[src/rtl/autoplay_led_note_hold_if.sv]
// rtl/autoplay_led_note_hold_if.sv - note/mute in, LED outputs bundle between sequencer and LED driver
interface autoplay_led_note_hold_if #(
  parameter int NOTE_W   = 5,
  parameter int NUM_LEDS = 7
);
  logic [NOTE_W-1:0]   note;
  logic                mute;
  logic [NUM_LEDS-1:0] led;
  logic                led_any;

  modport master (
    output note,
    output mute,
    input  led,
    input  led_any
  );

  modport slave (
    input  note,
    input  mute,
    output led,
    output led_any
  );
endinterface

[src/rtl/autoplay_led_note_hold.sv]
// rtl/autoplay_led_note_hold.sv - per-note LED driver with post-release hold; LED_FADE_EN adds PWM fade during hold
module autoplay_led_note_hold #(
  parameter int NOTE_W     = 5,
  parameter int NUM_LEDS   = 7,
  parameter int TICK_DIV   = 4,
  parameter int HOLD_TICKS = 3
) (
  input  logic clk,
  input  logic rst_n,
  autoplay_led_note_hold_if.slave bus
);
  localparam int PW = (TICK_DIV > 1) ? $clog2(TICK_DIV) : 1;
  localparam int HW = $clog2(HOLD_TICKS + 1);

  typedef enum logic [1:0] {
    IDLE = 2'd0,
    ON   = 2'd1,
    HOLD = 2'd2
  } state_t;

  state_t              state_q [NUM_LEDS];
  state_t              state_d [NUM_LEDS];
  logic [HW-1:0]       cnt_q   [NUM_LEDS];
  logic [HW-1:0]       cnt_d   [NUM_LEDS];
  logic [PW-1:0]       pre_q;
  logic                tick;
  logic [NUM_LEDS-1:0] hit;
  logic [NUM_LEDS-1:0] led_d;
  logic [NUM_LEDS-1:0] led_q;
  logic                led_any_q;

  assign tick = (pre_q == PW'(TICK_DIV - 1));

  always_comb begin
    hit = '0;
    for (int i = 0; i < NUM_LEDS; i++) begin
      hit[i] = (bus.note == NOTE_W'(i + 1));
    end
  end

`ifdef LED_FADE_EN
  logic [HW-1:0] pwm_q;
  logic [HW-1:0] pwm_d;

  assign pwm_d = (pwm_q == HW'(HOLD_TICKS - 1)) ? '0 : pwm_q + 1'b1;

  always_ff @(posedge clk) begin
    if (!rst_n) begin
      pwm_q <= '0;
    end else begin
      pwm_q <= pwm_d;
    end
  end
`endif

  always_comb begin
    for (int i = 0; i < NUM_LEDS; i++) begin
      state_d[i] = state_q[i];
      cnt_d[i]   = cnt_q[i];
      led_d[i]   = 1'b0;
      if (bus.mute) begin
        state_d[i] = IDLE;
        cnt_d[i]   = '0;
      end else begin
        case (state_q[i])
          IDLE: begin
            if (hit[i]) state_d[i] = ON;
          end
          ON: begin
            if (!hit[i]) begin
              state_d[i] = HOLD;
              cnt_d[i]   = HW'(HOLD_TICKS);
            end
          end
          HOLD: begin
            // A hit in a tick cycle retriggers rather than counting down.
            if (hit[i]) begin
              state_d[i] = ON;
            end else if (tick) begin
              cnt_d[i] = cnt_q[i] - 1'b1;
              if (cnt_q[i] == HW'(1)) state_d[i] = IDLE;
            end
          end
          default: begin
            state_d[i] = IDLE;
            cnt_d[i]   = '0;
          end
        endcase
      end
      case (state_d[i])
        ON:      led_d[i] = 1'b1;
`ifdef LED_FADE_EN
        HOLD:    led_d[i] = (pwm_d < cnt_d[i]);
`else
        HOLD:    led_d[i] = 1'b1;
`endif
        default: led_d[i] = 1'b0;
      endcase
    end
  end

  always_ff @(posedge clk) begin
    if (!rst_n) begin
      pre_q     <= '0;
      led_q     <= '0;
      led_any_q <= 1'b0;
      for (int i = 0; i < NUM_LEDS; i++) begin
        state_q[i] <= IDLE;
        cnt_q[i]   <= '0;
      end
    end else begin
      pre_q     <= tick ? '0 : pre_q + 1'b1;
      led_q     <= led_d;
      led_any_q <= |led_d;
      for (int i = 0; i < NUM_LEDS; i++) begin
        state_q[i] <= state_d[i];
        cnt_q[i]   <= cnt_d[i];
      end
    end
  end

  assign bus.led     = led_q;
  assign bus.led_any = led_any_q;
endmodule
[src/flat_wrapper.sv]
// flat-port wrapper written by rule: the top's interface ports become plain ports
module autoplay_led_note_hold_flat 
#(
  parameter int NOTE_W     = 5,
  parameter int NUM_LEDS   = 7,
  parameter int TICK_DIV   = 4,
  parameter int HOLD_TICKS = 3
)
  (clk, rst_n, bus_note, bus_mute, bus_led, bus_led_any);
  autoplay_led_note_hold_if #(.NOTE_W(NOTE_W), .NUM_LEDS(NUM_LEDS)) bus_i ();
  input  logic clk;
  input  logic rst_n;
  input wire logic [$bits(bus_i.note)-1:0] bus_note;
  input wire logic [$bits(bus_i.mute)-1:0] bus_mute;
  output wire logic [$bits(bus_i.led)-1:0] bus_led;
  output wire logic [$bits(bus_i.led_any)-1:0] bus_led_any;
  assign bus_i.note = bus_note;
  assign bus_i.mute = bus_mute;
  assign bus_led = bus_i.led;
  assign bus_led_any = bus_i.led_any;
  autoplay_led_note_hold #(.NOTE_W(NOTE_W), .NUM_LEDS(NUM_LEDS), .TICK_DIV(TICK_DIV), .HOLD_TICKS(HOLD_TICKS)) u_core (.clk(clk), .rst_n(rst_n), .bus(bus_i));
endmodule
[config.mk]
export PLATFORM = sky130hd
export DESIGN_NAME = autoplay_led_note_hold_flat
export DESIGN_NICKNAME = d
export VERILOG_FILES = /design/src/rtl/autoplay_led_note_hold_if.sv /design/src/rtl/autoplay_led_note_hold.sv /design/src/flat_wrapper.sv
export SDC_FILE = /design/constraint.sdc
export NUM_CORES = 1
export LEC_CHECK = 0
export CORE_ASPECT_RATIO = 0.6
export CORE_MARGIN = 5
export CORE_UTILIZATION = 54
export DETAILED_ROUTE_END_ITERATION = 10
export PLACE_DENSITY_LB_ADDON = 0.3
export SYNTH_ARGS = -nofsm -noshare
export SYNTH_HDL_FRONTEND = slang
export SYNTH_SLANG_ARGS = --single-unit
[constraint.sdc]
create_clock -name clk -period 2.15 [get_ports clk]
set_input_delay 0.5375 -clock clk [delete_from_list [all_inputs] [get_ports clk]]
set_output_delay 0.5375 -clock clk [all_outputs]
set_load 0.02 [all_outputs]
==> results.toml, run 1 <==
[cells_and_area]
final_cells = 494
area.growth.synth_to_final_pct = 31.4
final_nets = 471
layout-drive-gt1-share_pct = 25.2
fin_util_pct = 73.5
fill_cells = 375
diodes = 0
final_area_mm2 = 0.00372

[timing]
slew_violations = 0
skew_ns = 0.00553
min_period_over_period_pct = 96.9
worst-slew-pin-transition_ns = 0.461
setup_viol = 0
fmax_mhz = 480
hold_viol = 0
period_needed_ns = 2.08
worst_slack_ns = 0.0656
max_slew_margin_pct = 69.1
holdWs_ns = 0.447

[worst_setup_path]
critPathKind = "flip-flop to flip-flop"
rrSetupSlack_ns = 0.07
reg2regPathDepth = 7
r2r-end = "u_core.bus.led_any"
arrival_ns = 2.26
crit_path_end_kind = "flip-flop"
cp.required_ns = 2.32
worst_r2r_startpoint = "u_core.state_q[0][12]"
crit_fanout = 6
start_kind = "flip-flop"

[cts]
root_buffer = "clkbuf_8"
ctsHoldBuffers = 0
htreeDepth = 2
cts.path.max_buffers = 2
cts.sinks = 38
insertion_delay_ns = 0.29
cts_buffers = 5
cts.clk_slew.worst_paths_ns = 0.08
cts_tree = "yes"

[synthesis]
synth_adder_area_share_pct = 15.9
synthMuxAreaShare_pct = 0
synth_area_leader_cell = "dfxtp_1"
yosysWarnings = 0
synth_top_area_share_pct = 26.9
synthesis.area_mm2 = 0.00283
synth_top_family_by_area = "compound AO/OA/AOI/OAI gates"
synth-compound-area-share_pct = 26.5
yosys.area_share.simple_pct = 24.0
synth_nets = 405
postSynthCellCount = 361
ys_types = 57
synth_xor_area_share_pct = 0.619
ys_top_cells_by_count = "a21oi_1 (38), dfxtp_1 (38), ha_1 (36)"
synth.area.top_cells = "dfxtp_1 (27%), ha_1 (16%), a21oi_1 (6.7%)"
synth-seq-cells = 38
async_flop_share_pct = 0
avgSynthCellArea_um2 = 7.83
ys_seq_area_share_pct = 26.9
synth_ff_type = "dfxtp_1"
synth_edf_count = 0

[die]
fp.dieH_um = 66.1
num_io_pins = 16
die-area_mm2 = 0.00683
core_mm2 = 0.00505
start_util_pct = 55.9
rows = 20
die_w_um = 103

[place]
postPlaceCellArea_mm2 = 0.00341
gp_congestion = 0.929
place_ws_ns = -0.700
dp_cells = 480
hpwl_mm = 5.35
io_buffers = 15

[drt]
drtPass1Iterations = 6
vias_per_cell = 5.91
drc = 0
drt_iter0_drc = 147
vias = 2922
wl_per_cell_um = 14.7
antenna_left = 0
routed_wirelength_mm = 7.26

[min_path]
hold_depth = 1
worstHoldStart = "u_core.pre_q[0]"
hold_path.class = "flip-flop to flip-flop"
hold_end = "u_core.pre_q[0]"

[pwr]
leakage_uw = 0.00140
cell_internal_pwr_uw = 1060
p_seq_share_pct = 50.1
powerDensity_mw_per_mm2 = 385
peakVddDrop_mv = 0.203
p_sw_uw = 366
combPwrFrac_pct = 13.6
p_clk_share_pct = 36.2
switching_share_pct = 25.6

[global_routing]
grt_pass1_wl_mm = 12.4
grt_pass1_vias = 2758
grt_max_degree = 33
antenna_found_initial = 0
track_usage_pct = 22.4
overflow = 0

[outcome]
outcome = "complete, no violations"

[flow_run]
maxCapViolCount = 0
## how the worst max path moves through the flow
stage	from	end	slack [ns]	cells after the start
floorplan	bus_note[3]	u_core.bus.led_any	0.02	7
global placement	bus_note[4]	u_core.bus.led_any	-0.54	8
detailed placement	bus_note[2]	u_core.bus.led_any	-0.70	8
CTS	bus_note[3]	u_core.bus.led_any	0.02	9
global route	u_core.state_q[0][12]	u_core.bus.led_any	-0.06	7
finish	u_core.state_q[0][12]	u_core.bus.led_any	0.07	7
## repair_timing
action,CTS,global route
hold endpoints to repair,0,0
pin swaps,7,11
endpoints found under the setup margin,18,11
setup buffers,5,1
resized for setup,30,28
## layout by cell type, fill, tap and decap left out, drive strengths merged, types with 10 or more instances in the layout
| cell type | Yosys | final |
|---|---|---|
| a21oi | 38 | 38 |
| nor2 | 26 | 26 |
| o21ai | 21 | 21 |
| clkdlybuf4s50 | 0 | 10 |
| clkbuf | 11 | 11 |
| inv | 31 | 31 |
| nor3 | 11 | 11 |
| dfxtp | 38 | 38 |
| nand3 | 13 | 13 |
| buf | 3 | 58 |
| nand2 | 25 | 25 |
| ha | 36 | 36 |
## cell type report
class,instances,area (um^2),share of cell area (%)
clock buffers,7,86.3,2.32
clock inverters,1,5.00,0.135
inverters,31,116,3.13
multi-input cells,278,2080,56.0
flip-flops and latches,38,764,20.6
well taps,66,82.6,2.22
repair buffers,73,581,15.6
## cell families after synthesis
logic type | after synthesis
DFF | 38
buffers and inverters | 45
adders and majority gates | 36
AOI/OAI and AO/OA | 116
and+or+nand+nor | 124
xor gates and xnor gates | 2
## registers in the layout, indices dropped and copies added, names as in the netlist
signal and flops:
u_core.state_q 14, u_core.pre_q 2, u_core.cnt_q 14, u_core.bus.led_any 1
u_core.bus.led 7
## stage by stage
stage	power, uW	TNS, ns
after global routing	1500	-0.0580
after detailed placement	902	-10.56
after floorplan	816	0
final	1430	0
after CTS	1430	0
after global placement	898	-9.04
## power groups by stage
| stage | clock, uW | sequential, uW | combinational, uW |
|---|---|---|---|
| finish | 518 | 717 | 195 |
| global route | 565 | 719 | 211 |
| CTS | 526 | 717 | 184 |
| detailed placement | 0 | 734 | 168 |
| global placement | 0 | 734 | 165 |
| floorplan | 0 | 737 | 79.9 |
## critical path, stage by stage (launching register included)
cell and delay (ns):
dfxtp_1 0.50, inv_1 0.18, ha_1 0.32, a21oi_1 0.32, o211ai_1 0.15, o31ai_1 0.13
o32a_1 0.24, a41oi_2 0.11
## routing by layer
metal | track usage, % | routed length (um) | up-vias | share of wire, %
met5 | 0 | 0 | - | 0
met4 | 5.98 | 48 | 0 | 0.66
met3 | 4.21 | 450 | 8 | 6.2
met2 | 36.3 | 3340 | 104 | 46
met1 | 30.3 | 3420 | 1364 | 47
li1 | - | - | 1446 | -
Power figures use the tool's default switching activity.
==> run 2, diff against run 1 <==
SLEW_MARGIN = 5   (was unset)
==> results of run 2 <==
Same layout as run 1: the final DEF is identical, and so are final timing and power.
==> run 3, diff against run 2 <==
CAP_MARGIN = 30   (was unset)
==> results of run 3 <==
Same layout as run 1: the final DEF is identical, and so are final timing and power.
